===== src/rtl/pic_rst_pkg.sv =====
// pic_rst_pkg: state encodings, default phase lengths and counter-width helper
// shared by the reset sequencer and its timer.
package pic_rst_pkg;
  localparam logic [2:0] HOLD = 3'd0;
  localparam logic [2:0] OST  = 3'd1;
  localparam logic [2:0] PWRT = 3'd2;
  localparam logic [2:0] RUN  = 3'd3;
  localparam logic [2:0] WDT  = 3'd4;
  localparam int OST_CYCLES_DEF      = 1024;
  localparam int PWRT_CYCLES_DEF     = 4096;
  localparam int WDT_HOLD_CYCLES_DEF = 4;
  function automatic int cnt_width(input int a, input int b, input int c);
    int m;
    m = (a > b) ? a : b;
    m = (m > c) ? m : c;
    return $clog2(m) + 1;
  endfunction
endpackage


===== src/rtl/pic_rst_timer.sv =====
// pic_rst_timer: W-bit up-counter with synchronous clear and terminal-count flag,
// shared by every timed phase of the reset sequencer.
module pic_rst_timer #(
  parameter int W = 8
) (
  input  logic         clk,
  input  logic         reset,
  input  logic         clear,
  input  logic [W-1:0] tc,
  output logic         done
);
  logic [W-1:0] cnt;
  always_ff @(posedge clk or posedge reset)
    if (reset) cnt <= '0;
    else cnt <= clear ? '0 : cnt + W'(1);
  assign done = (cnt == tc);
endmodule


===== src/rtl/pic_reset_ctrl.sv =====
// pic_reset_ctrl: OST/PWRT/WDT reset sequencer and TO_n status for the PIC16F84 core.
// Define PIC_PWRT_EN to build the power-up timer phase; otherwise OST goes straight to RUN.
module pic_reset_ctrl
  import pic_rst_pkg::*;
#(
  parameter int OST_CYCLES      = OST_CYCLES_DEF,
  parameter int PWRT_CYCLES     = PWRT_CYCLES_DEF,
  parameter int WDT_HOLD_CYCLES = WDT_HOLD_CYCLES_DEF
) (
  input  logic       clk,
  input  logic       reset,
  input  logic       pwrte,
  input  logic       wdt_timeout,
  input  logic       clrwdt,
  output logic       core_reset,
  output logic       to_n,
  output logic [2:0] state
);
  localparam int CNT_W = cnt_width(OST_CYCLES, PWRT_CYCLES, WDT_HOLD_CYCLES);
  logic [2:0]       next;
  logic [CNT_W-1:0] tc;
  logic             done, clear, go_pwrt, core_reset_d, to_n_d;
  assign tc = (state == PWRT) ? CNT_W'(PWRT_CYCLES - 1) :
              (state == WDT)  ? CNT_W'(WDT_HOLD_CYCLES - 1) : CNT_W'(OST_CYCLES - 1);
  // Held at zero outside timed phases so it can never wrap.
  assign clear = (next != state) || (state == HOLD) || (state == RUN);
  pic_rst_timer #(.W(CNT_W)) u_timer (
    .clk   (clk),
    .reset (reset),
    .clear (clear),
    .tc    (tc),
    .done  (done)
  );
`ifdef PIC_PWRT_EN
  logic pwrte_q;
  // Dropped on watchdog entry so the restart after a time-out skips PWRT.
  always_ff @(posedge clk or posedge reset)
    if (reset) pwrte_q <= 1'b0;
    else if (state == HOLD) pwrte_q <= pwrte;
    else if (next == WDT) pwrte_q <= 1'b0;
  assign go_pwrt = pwrte_q;
`else
  logic unused_pwrte;
  assign unused_pwrte = pwrte;
  assign go_pwrt = 1'b0;
`endif
  always_ff @(posedge clk or posedge reset)
    if (reset) begin
      state      <= HOLD;
      core_reset <= 1'b1;
      to_n       <= 1'b1;
    end else begin
      state      <= next;
      core_reset <= core_reset_d;
      to_n       <= to_n_d;
    end
  always_comb begin
    next = HOLD;
    case (state)
      HOLD: next = OST;
      OST:  next = done ? (go_pwrt ? PWRT : RUN) : OST;
`ifdef PIC_PWRT_EN
      PWRT: next = done ? RUN : PWRT;
`endif
      RUN:  next = wdt_timeout ? WDT : RUN;
      WDT:  next = done ? OST : WDT;
      default: next = HOLD;
    endcase
  end
  always_comb begin
    core_reset_d = (next != RUN);
    to_n_d = (state == RUN && wdt_timeout) ? 1'b0 :
             (state == RUN && clrwdt) ? 1'b1 : to_n;
  end
endmodule


===== config.mk =====
export PLATFORM = sky130hd
export DESIGN_NAME = pic_reset_ctrl
export DESIGN_NICKNAME = d
export VERILOG_FILES = /design/src/rtl/pic_rst_pkg.sv /design/src/rtl/pic_rst_timer.sv /design/src/rtl/pic_reset_ctrl.sv
export SDC_FILE = /design/constraint.sdc
export NUM_CORES = 1
export LEC_CHECK = 0
export CAP_MARGIN = 0
export CORE_UTILIZATION = 36
export DETAILED_ROUTE_END_ITERATION = 10
export DONT_BUFFER_PORTS = 1
export SYNTH_ARGS = -nofsm -noshare
export SYNTH_HDL_FRONTEND = slang
export SYNTH_HIERARCHICAL = 1
export SYNTH_SLANG_ARGS = --single-unit

===== constraint.sdc =====
create_clock -name clk -period 4.89 [get_ports clk]
set_clock_uncertainty 0.15 [all_clocks]
set_input_delay 0.489 -clock clk [delete_from_list [all_inputs] [get_ports clk]]
set_output_delay 0.489 -clock clk [all_outputs]
set_load 0.05 [all_outputs]

==> out/qor.yml <==
synthesis:
  synth.avg_cell_area_sq_um: 10.3
  synthTopCellsByCount: "dfrtp_1, nor2_1, xnor2_1"
  synth.cell_area_sq_um: 1030
  synth-seq-cells: 18
  postSynthCellCount: 100
  synthFlopType: "dfrtp_1"
  netlist.area_leader.share_pct: 39.0
  synthTopCellsByArea: "dfrtp_1, xnor2_1, xor2_1"
  yosys_warnings: 6
  synth-seq-area-share_pct: 44.1
  synth-async-reset-ratio_pct: 100
  ys_types: 34
  synth_edf_count: 0
  yosysMostFrequentCell: "dfrtp_1"
  synth_top_area_cell: "dfrtp_1"
sta:
  tightest_slew_ns: 0.976
  finalSetupTns_ns: 0
  rsz0062_at_grt: "false"
  slew_violations: 0
  setup_viol: 0
  hold_slack_ns: 0.110
  fmax_mhz: 289
  slew_headroom_pct: 34.5
  finalCriticalPeriod_ns: 3.46
  hold_viol: 0
  min_period_over_period_pct: 70.7
detailed_routing:
  dr.first_iter.drc_count: 36
  wl_per_cell_um: 12.7
  viasPerCell: 5.05
  vias: 687
  drc_errors: 0
  drtPass1Iterations: 4
  ant_nets: 0
  drt-total-wl_mm: 1.73
floorplanning:
  die_h_um: 55.4
  core-area_sq_um: 2730
  dieArea_sq_um: 3070
  rows: 19
  start_util_pct: 37.6
  die_w_um: 55.4
  io_pins: 10
clocking:
  cts_setup_buffers: 0
  clockBufferDepth: 2
  cts_buffers: 3
  clkTransAtPathRegs_ns: 0.10
  cts.sinks: 18
  cts_tree: "built"
  cts_hold_buf: 1
  h-tree-depth: 1
  cts_root_buffer: "clkbuf_4"
  clock_latency_ns: 0.29
  cts_resized: 0
layout:
  syn2layout_area_growth_pct: 7.31
  layout.cells.non_filler: 136
  drive_gt1_share_pct: 13.3
  num_antenna_cells: 0
  nNetsFinal: 112
  fill_cells: 278
  fin_area_sq_um: 1100
global_routing:
  globalRoute.totalOverflow: 0
  grt_pass1_vias: 668
  grt_pass1_wl_mm: 3.11
  antenna_found_initial: 0
  grt_use_total_pct: 12.8
  grt_max_degree: 14
setup_path:
  crit_buf_inv: 0
  cp_data_arrival_time_ns: 3.45
  crit_path_frequent_cell: "nor2_1"
  start_kind: "register"
  worstPathRequired_ns: 4.88
  r2r-start: "state[2]"
  cp-end-kind: "register"
  worstSetupStartpoint: "state[2]"
  slowest_delay_ns: 0.76
  critical_path_class: "register to register"
  critPathTopFamily: "simple AND/OR/NAND/NOR gates"
  cp_max_fo: 13
  cp_slowest_cell: "dfrtp_1"
  worstPathCellList: "and2b_4, nand2b_1, xor2_1, nor4_1, nand4_1, nor4_2, nor2_1, o21ai_1, nor2_1"
placement:
  gp_congestion: 0.782
  io_buffers: 0
  placed_area_sq_um: 1070
  dp_hpwl_mm: 1.26
  dpl.cell_count: 131
worst_hold_path:
  hold_start: "wdt_timeout"
  holdCritPathClass: "input pin to register"
pwr:
  vdd_drop_max_mv: 0.203
  leakage_nw: 0.463
  cellPowerDensity_nw_per_um2: 209
outcome:
  outcome: "complete, no violations"
run:
  cap_violations: 0
-- sequential cells by signal (all words and copies together) (netlist names) --
register	cells
core_reset	1
state	3
to_n	1
u_timer/cnt	13
-- path summary, 6_finish.rpt --
check                      cells after the start  slack, ns              end
min reg2reg                                    1       0.39   u_timer/cnt[0]
min in group asynchronous                      2       0.39         state[0]
min                                            1       0.11             to_n
max reg2reg                                    9       1.43   u_timer/cnt[3]
max                                            9       1.43   u_timer/cnt[3]
max in group asynchronous                      2       3.72  u_timer/cnt[10]
-- worst register-to-register path, cell delays in order, from the launching register on --
cell and delay [ns]:
dfrtp_1 0.76, and2b_4 0.28, nand2b_1 0.27, xor2_1 0.24, nor4_1 0.29, nand4_1 0.15
nor4_2 0.34, nor2_1 0.14, o21ai_1 0.57, nor2_1 0.13
-- placed cells by master, fill, tap and decap left out --
cell,netlist,routed
and2b_4,1,1
dlygate4sd3_1,0,1
or3_1,1,1
nor2_1,13,13
clkbuf_4,0,3
ha_1,1,1
nand2_1,5,5
nand2b_1,2,2
nor2b_4,1,1
nand4_2,1,1
nor4_1,1,1
o21ai_1,1,1
nor3b_1,1,1
o21ai_0,1,1
inv_1,5,5
nor3b_2,1,1
nor4b_4,1,1
nand2_2,1,1
a31oi_1,2,2
a21oi_1,1,1
nand4_1,3,3
nor3_1,2,2
or2_1,1,1
dfstp_2,2,2
clkbuf_1,1,1
nand3_1,3,3
a2bb2o_4,1,1
nor2b_1,1,1
a21boi_0,1,1
and4_1,1,1
nor4_2,2,2
xnor2_1,13,13
o22ai_1,1,1
xor2_1,10,10
conb_1,2,3
dfrtp_1,16,16
-- logic make-up (layout without fill, tap and decap cells) --
logic type,after synthesis,count (layout),share of synthesized area (%)
XOR/XNOR,23,23,19.6
AND/OR/NAND/NOR,42,42,26.2
flip-flops,18,18,44.1
AO/OA/AOI/OAI,8,8,5.97
other,2,3,0.731
buffers and inverters,6,10,2.19
adder cells (fa/ha/maj),1,1,1.22
-- cell type report --
| type | instances | area [sq um] | area share (%) |
|---|---|---|---|
| clock buffer | 4 | 26.3 | 2.38 |
| inverter | 5 | 18.8 | 1.70 |
| multi-input combinational | 77 | 556 | 50.4 |
| sequential | 18 | 453 | 41.1 |
| tap | 31 | 38.8 | 3.52 |
| timing repair buffer | 1 | 10.0 | 0.908 |
-- routing by layer --
layer	up-vias	part of all wire [%]	global-route usage, %
li1	341	-	-
met2	18	46	19.3
met4	0	0	1.43
met5	-	0	0
met3	0	5.7	5.39
met1	328	49	17.8
-- power by group --
| part | internal [W] | leakage [nW] | total (W) | switching (W) |
|---|---|---|---|---|
| logic | 0.00000140 | 0.223 | 0.00000520 | 0.00000380 |
| registers | 0.000149 | 0.225 | 0.000149 | 0 |
| clock network | 0.0000317 | 0.0150 | 0.0000758 | 0.0000441 |
| total | 0.000182 | 0.463 | 0.000230 | 0.0000479 |
-- stage by stage --
stage	utilization, %	setup slack, ns	power [W]
floorplan	-	1.89	0.000155
global placement	39.0	1.51	0.000156
detailed placement	39.0	1.40	0.000156
CTS	40.3	1.40	0.000236
global route	40.3	1.11	0.000242
finish	40.3	1.43	0.000230
Note: power is estimated with default switching activity, not from simulation.
